File: config.mk
export PLATFORM = sky130hd
export DESIGN_NAME = mem_access_stage_flat
export DESIGN_NICKNAME = d
export VERILOG_FILES = /design/src/rtl/mem_access_stage_if.sv /design/src/rtl/mem_access_stage.sv /design/src/flat_wrapper.sv
export SDC_FILE = /design/constraint.sdc
export NUM_CORES = 1
export LEC_CHECK = 0
export CORE_UTILIZATION = 46
export DETAILED_ROUTE_END_ITERATION = 8
export PLACE_DENSITY_LB_ADDON = 0.2
export SLEW_MARGIN = 5
export SYNTH_ARGS = -nofsm -noshare
export SYNTH_HDL_FRONTEND = slang
export SYNTH_SLANG_ARGS = --single-unit
File: constraint.sdc
create_clock -name clk -period 1.74 [get_ports clk]
set_clock_uncertainty 0.05 [all_clocks]
set_input_delay 0.435 -clock clk [delete_from_list [all_inputs] [get_ports clk]]
set_output_delay 0.435 -clock clk [all_outputs]
set_load 0.01 [all_outputs]
File: src/rtl/mem_access_stage_if.sv
// Execute-side inputs, memory req/done port and writeback outputs of the memory stage.
// master = the stage itself; slave = the surrounding pipeline/memory environment.
interface mem_access_stage_if #(parameter int ADDR_W = 16);
    logic              ex_valid;
    logic [ADDR_W-1:0] ALU_out;
    logic [ADDR_W-1:0] data_2_out;
    logic              mem_read;
    logic              mem_write;
    logic              halt;
    logic              mem_stall;
    logic [ADDR_W-1:0] mem_addr;
    logic [ADDR_W-1:0] mem_wdata;
    logic              mem_rd_req;
    logic              mem_wr_req;
    logic [ADDR_W-1:0] mem_rdata;
    logic              mem_done;
    logic              wb_valid;
    logic [ADDR_W-1:0] wb_data;
    logic              wb_is_load;
    logic              mem_err;
    logic              halted;

    modport master (
        input  ex_valid, ALU_out, data_2_out, mem_read, mem_write, halt, mem_rdata, mem_done,
        output mem_stall, mem_addr, mem_wdata, mem_rd_req, mem_wr_req,
               wb_valid, wb_data, wb_is_load, mem_err, halted
    );

    modport slave (
        output ex_valid, ALU_out, data_2_out, mem_read, mem_write, halt, mem_rdata, mem_done,
        input  mem_stall, mem_addr, mem_wdata, mem_rd_req, mem_wr_req,
               wb_valid, wb_data, wb_is_load, mem_err, halted
    );
endinterface

File: src/rtl/mem_access_stage.sv
// Memory stage: non-memory results registered (1 cycle); loads/stores use the req/done port with a MAX_WAIT timeout.
// Stalls upstream until the access completes; with MEM_ALIGN_CHECK_EN odd-address memory ops are rejected.
module mem_access_stage #(
    parameter int MAX_WAIT = 15,
    parameter int ADDR_W   = 16
) (
    input logic               clk,
    input logic               rst_n,
    mem_access_stage_if.master mas
);
    typedef enum logic {IDLE = 1'b0, ACCESS = 1'b1} state_t;

    typedef struct packed {
        logic              rd;
        logic [ADDR_W-1:0] addr;
        logic [ADDR_W-1:0] wdata;
    } req_t;

    localparam logic [7:0] LAST = 8'(MAX_WAIT - 1);

    state_t            state, state_nxt;
    req_t              req;
    logic [7:0]        cnt;
    logic              wb_valid, wb_is_load, mem_err, halted;
    logic [ADDR_W-1:0] wb_data;
    logic              stall;
    logic              mem_op, live, misalign, accept, reject, pass, timeout, finish;

    always_comb begin
        mem_op = mas.mem_read | mas.mem_write;
        live   = (state == IDLE) && mas.ex_valid && !halted;
`ifdef MEM_ALIGN_CHECK_EN
        misalign = mas.ALU_out[0];
`else
        misalign = 1'b0;
`endif
        // A halt op is treated as a plain pass-through even if memory flags are set.
        accept  = live && mem_op && !mas.halt && !misalign;
        reject  = live && mem_op && !mas.halt && misalign;
        pass    = live && (!mem_op || mas.halt);
        timeout = (state == ACCESS) && !mas.mem_done && (cnt == LAST);
        finish  = (state == ACCESS) && (mas.mem_done || timeout);
    end

    // Stall drops in the final ACCESS cycle so upstream advances together with completion.
    always_comb begin
        state_nxt = state;
        stall     = 1'b0;
        case (state)
            IDLE: begin
                if (accept) begin
                    state_nxt = ACCESS;
                    stall     = 1'b1;
                end
            end
            ACCESS: begin
                if (finish) state_nxt = IDLE;
                else        stall     = 1'b1;
            end
            default: state_nxt = IDLE;
        endcase
    end

    always_ff @(posedge clk or negedge rst_n) begin
        if (!rst_n) begin
            state      <= IDLE;
            req        <= '0;
            cnt        <= '0;
            wb_valid   <= 1'b0;
            wb_data    <= '0;
            wb_is_load <= 1'b0;
            mem_err    <= 1'b0;
            halted     <= 1'b0;
        end else begin
            state    <= state_nxt;
            wb_valid <= 1'b0;
            if (accept) begin
                req.rd    <= mas.mem_read;
                req.addr  <= mas.ALU_out;
                req.wdata <= mas.data_2_out;
                cnt       <= '0;
            end else if (state == ACCESS) begin
                cnt <= cnt + 8'd1;
            end
            if (pass) begin
                wb_valid   <= 1'b1;
                wb_data    <= mas.ALU_out;
                wb_is_load <= 1'b0;
                if (mas.halt) halted <= 1'b1;
            end
            if (reject) begin
                wb_valid   <= 1'b1;
                wb_data    <= '0;
                wb_is_load <= 1'b0;
                mem_err    <= 1'b1;
            end
            if (finish) begin
                wb_valid <= 1'b1;
                if (mas.mem_done) begin
                    wb_data    <= req.rd ? mas.mem_rdata : req.addr;
                    wb_is_load <= req.rd;
                end else begin
                    wb_data    <= '0;
                    wb_is_load <= 1'b0;
                    mem_err    <= 1'b1;
                end
            end
        end
    end

    assign mas.mem_stall  = stall;
    assign mas.mem_addr   = req.addr;
    assign mas.mem_wdata  = req.wdata;
    assign mas.mem_rd_req = (state == ACCESS) && req.rd;
    assign mas.mem_wr_req = (state == ACCESS) && !req.rd;
    assign mas.wb_valid   = wb_valid;
    assign mas.wb_data    = wb_data;
    assign mas.wb_is_load = wb_is_load;
    assign mas.mem_err    = mem_err;
    assign mas.halted     = halted;
endmodule

File: src/flat_wrapper.sv
// flat-port wrapper written by rule: the top's interface ports become plain ports
module mem_access_stage_flat 
#(
    parameter int MAX_WAIT = 15,
    parameter int ADDR_W   = 16
)
  (clk, rst_n, mas_ex_valid, mas_ALU_out, mas_data_2_out, mas_mem_read, mas_mem_write, mas_halt, mas_mem_rdata, mas_mem_done, mas_mem_stall, mas_mem_addr, mas_mem_wdata, mas_mem_rd_req, mas_mem_wr_req, mas_wb_valid, mas_wb_data, mas_wb_is_load, mas_mem_err, mas_halted);
  mem_access_stage_if #(.ADDR_W(ADDR_W)) mas_i ();
  input logic clk;
  input logic rst_n;
  input wire logic [$bits(mas_i.ex_valid)-1:0] mas_ex_valid;
  input wire logic [$bits(mas_i.ALU_out)-1:0] mas_ALU_out;
  input wire logic [$bits(mas_i.data_2_out)-1:0] mas_data_2_out;
  input wire logic [$bits(mas_i.mem_read)-1:0] mas_mem_read;
  input wire logic [$bits(mas_i.mem_write)-1:0] mas_mem_write;
  input wire logic [$bits(mas_i.halt)-1:0] mas_halt;
  input wire logic [$bits(mas_i.mem_rdata)-1:0] mas_mem_rdata;
  input wire logic [$bits(mas_i.mem_done)-1:0] mas_mem_done;
  output wire logic [$bits(mas_i.mem_stall)-1:0] mas_mem_stall;
  output wire logic [$bits(mas_i.mem_addr)-1:0] mas_mem_addr;
  output wire logic [$bits(mas_i.mem_wdata)-1:0] mas_mem_wdata;
  output wire logic [$bits(mas_i.mem_rd_req)-1:0] mas_mem_rd_req;
  output wire logic [$bits(mas_i.mem_wr_req)-1:0] mas_mem_wr_req;
  output wire logic [$bits(mas_i.wb_valid)-1:0] mas_wb_valid;
  output wire logic [$bits(mas_i.wb_data)-1:0] mas_wb_data;
  output wire logic [$bits(mas_i.wb_is_load)-1:0] mas_wb_is_load;
  output wire logic [$bits(mas_i.mem_err)-1:0] mas_mem_err;
  output wire logic [$bits(mas_i.halted)-1:0] mas_halted;
  assign mas_i.ex_valid = mas_ex_valid;
  assign mas_i.ALU_out = mas_ALU_out;
  assign mas_i.data_2_out = mas_data_2_out;
  assign mas_i.mem_read = mas_mem_read;
  assign mas_i.mem_write = mas_mem_write;
  assign mas_i.halt = mas_halt;
  assign mas_i.mem_rdata = mas_mem_rdata;
  assign mas_i.mem_done = mas_mem_done;
  assign mas_mem_stall = mas_i.mem_stall;
  assign mas_mem_addr = mas_i.mem_addr;
  assign mas_mem_wdata = mas_i.mem_wdata;
  assign mas_mem_rd_req = mas_i.mem_rd_req;
  assign mas_mem_wr_req = mas_i.mem_wr_req;
  assign mas_wb_valid = mas_i.wb_valid;
  assign mas_wb_data = mas_i.wb_data;
  assign mas_wb_is_load = mas_i.wb_is_load;
  assign mas_mem_err = mas_i.mem_err;
  assign mas_halted = mas_i.halted;
  mem_access_stage #(.MAX_WAIT(MAX_WAIT), .ADDR_W(ADDR_W)) u_core (.clk(clk), .rst_n(rst_n), .mas(mas_i));
endmodule
==> results of run 1 <==
## registers in the layout, indices dropped and copies added (netlist names), 8 cells and up
signal,cells
u_core.mas.mem_addr,16
u_core.cnt,8
u_core.mas.mem_wdata,16
u_core.mas.wb_data,16
## critical path, cell delays in order (launching register included)
cell and delay (ns):
dfrtp_1 0.38, and4bb_4 0.37, a311oi_2 0.09, or2_1 0.24, buf_2 0.14
## cells in the final DEF, fill, tap and decap left out, types with 4 or more instances in the layout
cell,Yosys,final
dlymetal6s2s_1,0,19
o21ai_0,4,4
clkdlybuf4s50_1,0,56
mux2_4,31,33
a2bb2oi_2,9,9
mux2i_1,5,5
nand2_1,13,13
buf_4,33,30
buf_2,3,5
buf_16,0,5
buf_12,4,6
o21ai_1,9,8
clkbuf_8,0,10
buf_6,5,11
a21oi_1,12,10
dfrtp_1,62,62
nand4_1,4,4
mux2_2,18,16
nor2_1,8,7
xor2_1,4,4
dlygate4sd2_1,0,30
## synth_stat cells (2+ instances only)
master / count / area [um^2]
dfrtp_1: 62 / 1551
mux2i_1: 5 / 50.05
a21oi_1: 12 / 60.06
buf_4: 33 / 247.7
buf_12: 4 / 80.08
mux2_2: 18 / 202.7
nor2_1: 8 / 30.03
a2bb2oi_2: 9 / 135.1
buf_6: 5 / 56.30
nand4_1: 4 / 25.02
inv_1: 2 / 7.510
a2bb2oi_1: 2 / 17.52
o21ai_1: 9 / 45.04
xor2_1: 4 / 35.03
nand2_1: 13 / 48.80
buf_2: 3 / 15.01
o21ai_0: 4 / 20.02
mux2_4: 31 / 465.5
or3_1: 2 / 12.51
ha_1: 2 / 25.02
## power by group through the flow
| stage | sequential [uW] | clock (uW) | combinational (uW) |
|---|---|---|---|
| CTS | 2210 | 1430 | 2070 |
| finish | 2210 | 1420 | 2100 |
| floorplan | 2290 | 0 | 1140 |
| global placement | 2220 | 0 | 2180 |
| detailed placement | 2230 | 0 | 2200 |
| global route | 2270 | 1510 | 2250 |
## timing repair
action | CTS | global route
pin swaps | 3 | 6
gates cloned | 4 | 4
gates resized for setup | 55 | 41
endpoints found under the hold margin | 0 | 0
buffers inserted | 7 | 8
setup endpoints to repair | 62 | 68
## worst max path at each step
stage | start | end | slack, ns | cells after the start
2_1_floorplan | mas_ex_valid | mas_mem_stall | 0.02 | 5
3_3_place_gp | mas_ex_valid | mas_mem_stall | -0.67 | 5
3_5_place_dp | mas_ex_valid | mas_mem_stall | -0.70 | 5
4_1_cts | u_core.cnt[4] | mas_mem_stall | -0.32 | 4
5_1_grt | u_core.cnt[7] | mas_mem_stall | -0.38 | 4
6_report | u_core.cnt[7] | mas_mem_stall | -0.30 | 4
## final cells by class
class,instances,share of cell area [%]
clock inverters,6,1.693
flip-flops and latches,62,30.88
inverters,2,0.1494
well taps,96,2.390
clock buffers,10,2.739
repair buffers,162,33.69
multi-input cells,142,28.46
## stage by stage
stage          total power, uW  worst slack, ns
6_report                  5730          -0.3012
5_1_grt                   6028          -0.3814
4_1_cts                   5715          -0.3168
3_5_place_dp              4438          -0.6968
3_3_place_gp              4401          -0.6746
2_1_floorplan             3438          0.01668
## metal layers
| layer | wire, um | share of wire (%) | GRT usage (%) |
|---|---|---|---|
| met1 | 3645 | 44 | 28.91 |
| met4 | 172 | 2.1 | 8.788 |
| met2 | 3912 | 48 | 34.72 |
| met3 | 476 | 5.8 | 4.265 |
| met5 | 0 | 0 | 0 |
## kinds of logic (layout without fill, tap and decap cells)
logic type / Yosys count / in the layout / share of synthesized area, %
compound gates: 43 / 44 / 10.84
xor+xnor: 5 / 5 / 1.322
fa+ha+maj: 2 / 2 / 0.7555
buf+inv: 48 / 180 / 12.39
flops: 62 / 62 / 46.85
mux: 54 / 54 / 21.68
simple gates: 36 / 37 / 6.158
==> summary.txt, run 1 <==
status: complete, but fails checks
violated checks: negative setup slack
RePlAce Congestion: 0.7463
WL/cell: 17.10 um
CP required: 1.25 ns
setup ws final: -0.3012 ns
clk sink count: 62
sequential area share after synthesis: 46.85%
post-synth net total: 307
Area growth syn-to-layout: 51.72%
Max rail drop VDD: 556.5 uV
Critical Path Sink Type: output pin
Routed Wire Length: 8207 um
endpoints failing hold: 0
Setup Viol. Count Final: 34
WHS: 0.05597 ns
Ys Warns: 0
I/O Pins: 110
Leak: 0.002456 uW
total track usage: 21.67%
Worst-Margin Slew: 0.3264 ns
Final Non-Filler Cells: 480
FP Rows: 30
RSZ-0062 raised after global routing: yes
Die Wd: 86.85 um
nets: 436
Ant. Diodes: 0
H-Tree Level Count: 3
R2R setup slack: -0.11 ns
root buffer cell: clkbuf_8
layout cells sized above 1: 39.06%
die height: 86.85 um
P_sw: 1685 uW
Max FO, Critical Path: 2
fill count: 477
combinational cell fraction of total power: 36.6%
WS Path Type: flip-flop to output pin
IO buf count: 109
Cell Pwr Density: 1140 nW/um^2
Worst R2R End: u_core.mas.mem_wdata[12]
post-route ant nets: 0
largest net degree at the start of global routing: 63
number of iterations in the first detailed-routing pass: 4
hold_buf cts: 0
first-pass GRT wire length: 12230 um
Vias/cell: 4.981
r2r startpoint: u_core.state
Post-synth top flop: dfrtp_1
cell count after synthesis: 250
cts bufs inserted: 9
CP Launch Type: flip-flop
CTS tree: built
Seq pwr share: 38.6%
share of synthesized registers carrying an async set or reset: 100.0%
Yosys cell types: 38
worst rel slew slack: 78.17%
Core Util, Final: 73.15%
Max clock buf depth: 2
switch share: 29.41%
syn avg cell area: 13.25 um^2
final setup TNS: -2.374 ns
fin. max-slew vios: 0
Post-DP Area: 4400 um^2
FMAX: 0.4899 GHz
CP arrival: 1.56 ns
Core Footprint: 6869 um^2
Hold WC Path Type: input port to async pin
Clk pwr share: 24.7%
vias: 2391
number of global-route vias before repair: 2402
1st-iter DRT viols: 43
hpwl dp: 4913 um
gr ovfl total: 0
Max Cap Viol: 0
Remaining DRCs: 0
Cells after DPL: 442
min cycle time layout: 2.041 ns
Starting Density: 48.21%
worst skew pair latency: 0.34 ns
initial antenna violation count: 0
Int Power: 4044 uW
number of flops mapped to enable cells by yosys: 0
mapped cell area: 3312 um^2
R2R cell count: 8
FF+latch count, synth: 62
clk slew on worst S/H paths: 0.08 ns
design area: 5025 um^2
sequential cell area: 1551 um^2
period utilization: 117.3%
Multi-input gate area: 1430 um^2
Die ar.: 7543 um^2
Note: power is estimated with default switching activity, not from simulation.
==> run 2, diff against run 1 <==
Settings changed: CTS_BUF_LIST set to sky130_fd_sc_hd__clkbuf_16.
==> run 2 against run 1 <==
Compared with the run above:
- the run still ends with negative setup slack left
- first-iteration DRC count increased by 70%
- register-to-register slack better by 0.06 ns
- wire length decreased by 7.6%
- die area stayed put
- via count shrank 3.1%
- clock power increased by 32%
- setup slack better by 0.035 ns
- total power increased by 8.3%
- critical endpoint unchanged
- largest power group unchanged
==> summary.txt, run 2 (same netlist as run 1, synthesis figures left out) <==
commonest non-fill, non-tap cell in the layout: clkdlybuf4s50_1 (was dfrtp_1)
Die ar.: 7543 um^2 (unchanged)
WL/cell: 16.17 um (was 17.10 um)
nets: 425 (was 436)
CP Launch Type: flip-flop (unchanged)
gr ovfl total: 0 (unchanged)
WS Path Type: flip-flop to output pin (unchanged)
IO buf count: 109 (unchanged)
CP arrival: 1.52 ns (was 1.56 ns)
fill count: 477 (unchanged)
Final Non-Filler Cells: 469 (was 480)
number of global-route vias before repair: 2368 (was 2402)
Max FO, Critical Path: 2 (unchanged)
Cells after DPL: 442 (unchanged)
hold_buf cts: 0 (unchanged)
fin. max-slew vios: 0 (unchanged)
RSZ-0062 raised after global routing: yes (unchanged)
period utilization: 115.3% (was 117.3%)
Die Wd: 86.85 um (unchanged)
H-Tree Level Count: 3 (unchanged)
endpoints failing hold: 0 (unchanged)
CP required: 1.25 ns (about the same)
final setup TNS: -0.6911 ns (was -2.374 ns)
status: complete, but fails checks (unchanged)
largest net degree at the start of global routing: 63 (unchanged)
max incr delay on CP: 0.38 ns (about the same)
clk slew on worst S/H paths: 0.05 ns (was 0.08 ns)
hpwl dp: 4913 um (unchanged)
worst rel slew slack: 75.48% (was 78.17%)
post-route ant nets: 0 (unchanged)
RePlAce Congestion: 0.7463 (unchanged)
clk sink count: 62 (unchanged)
initial antenna violation count: 0 (unchanged)
layout cells sized above 1: 35.39% (was 39.06%)
Setup WS pre-CTS: -0.6968 ns (unchanged)
Vias/cell: 4.940 (was 4.981)
Cell Pwr Density: 1250 nW/um^2 (was 1140 nW/um^2)
vias: 2317 (was 2391)
FMAX: 0.4985 GHz (was 0.4899 GHz)
Core Footprint: 6869 um^2 (unchanged)
FP Rows: 30 (unchanged)
first-pass GRT wire length: 12140 um (was 12230 um)
Worst path slowest cell: dfrtp_1 (unchanged)
I/O Pins: 110 (unchanged)
Remaining DRCs: 0 (unchanged)
violated checks: negative setup slack (unchanged)
Area growth syn-to-layout: 49.91% (was 51.72%)
Starting Density: 48.21% (unchanged)
Hold WC Path Type: input port to async pin (unchanged)
Cell Chain, Critical Path: and4bb_4, a311oi_1, or2_1, buf_2 (was and4bb_4, a311oi_2, or2_1, buf_2)
die height: 86.85 um (unchanged)
cts bufs inserted: 9 (unchanged)
number of iterations in the first detailed-routing pass: 4 (unchanged)
Leak: 0.002452 uW (was 0.002456 uW)
Setup Viol. Count Final: 22 (was 34)
Max clock buf depth: 2 (unchanged)
Core Util, Final: 72.28% (was 73.15%)
Critical Path Sink Type: output pin (unchanged)
root buffer cell: clkbuf_16 (was clkbuf_8)
Max Cap Viol: 0 (unchanged)
WHS: 0.06067 ns (was 0.05597 ns)
Worst-Margin Slew: 0.3667 ns (was 0.3264 ns)
worst skew pair latency: 0.32 ns (was 0.34 ns)
Ant. Diodes: 0 (unchanged)
Max rail drop VDD: 737.0 uV (was 556.5 uV)
most frequent cells in the layout: clkdlybuf4s50_1 (67), dfrtp_1 (62), mux2_4 (32) (was dfrtp_1 (62), clkdlybuf4s50_1 (56), mux2_4 (33))
CTS tree: built (unchanged)
setup ws final: -0.2662 ns (was -0.3012 ns)
Routed Wire Length: 7586 um (was 8207 um)
min cycle time layout: 2.006 ns (was 2.041 ns)
1st-iter DRT viols: 73 (was 43)
total track usage: 21.35% (was 21.67%)
[run 2: cell types whose count changed in the layout (fill, tap and decap cells not counted), moves of 3 or more]
cell	before	now
buf_6	11	8
clkbuf_16	0	9
clkbuf_8	10	0
clkdlybuf4s50_1	56	67
dlygate4sd2_1	30	10
dlymetal6s2s_1	19	28
[run 2: cell type report]
class / count / area, um^2 / area share (%)
timing repair buffer: 153 / 1599 / 32.21
clock inverter: 7 / 88.84 / 1.789
clock buffer: 9 / 225.2 / 4.536
tap: 96 / 120.1 / 2.419
inverter: 2 / 7.507 / 0.1512
sequential: 62 / 1551 / 31.25
multi-input combinational: 140 / 1373 / 27.65
[run 2: path summary, 6_finish.rpt]
| check | depth (start not counted) | endpoint | slack (ns) | startpoint |
|---|---|---|---|---|
| setup / recovery | 4 | mas_mem_stall | -0.27 | u_core.cnt[7] |
| hold / removal | 2 | u_core.mas.mem_wdata[1] | 0.06 | rst_n |
| setup reg to reg | 7 | u_core.mas.mem_addr[9] | -0.05 | u_core.state |
| hold reg to reg | 1 | u_core.mas.mem_err | 0.43 | u_core.mas.mem_err |
| max in group asynchronous | 2 | u_core.mas.mem_wdata[9] | 1.30 | rst_n |
| min in group clk | 1 | u_core.mas.mem_err | 0.43 | u_core.mas.mem_err |
[run 2: per-layer routing]
metal / GRT usage, % / wire length (um)
met5: 0 / 0
met4: 7.879 / 108
met1: 29.32 / 3508
met2: 33.14 / 3510
met3: 4.834 / 459
[run 2: repair_timing]
action | in CTS | in global routing
setup endpoints to repair | 54 | 85
setup buffers | 6 | 5
cloned | 2 | 1
pin swaps | 3 | 3
resized for setup | 33 | 37
[run 2: worst max-delay path: cells and delay by family, from the launching register on]
| family | cells | cell delay [ns] |
|---|---|---|
| flops | 1 | 0.38 |
| simple gates | 2 | 0.59 |
| compound gates | 1 | 0.09 |
| buf+inv | 1 | 0.14 |
[run 2: report_power, final]
group          internal [uW]  leakage, uW  total (uW)  switching (uW)
clock network           1240     0.000149        1880             634
registers               1900     0.000760        2210             311
logic                   1380      0.00154        2120             737
[run 2: per-stage QoR]
step	area [um^2]	power (uW)
finish	4965	6207
floorplan	3312	3438
detailed placement	4400	4438
CTS	4855	6312
global placement	4400	4401
global route	4965	6519
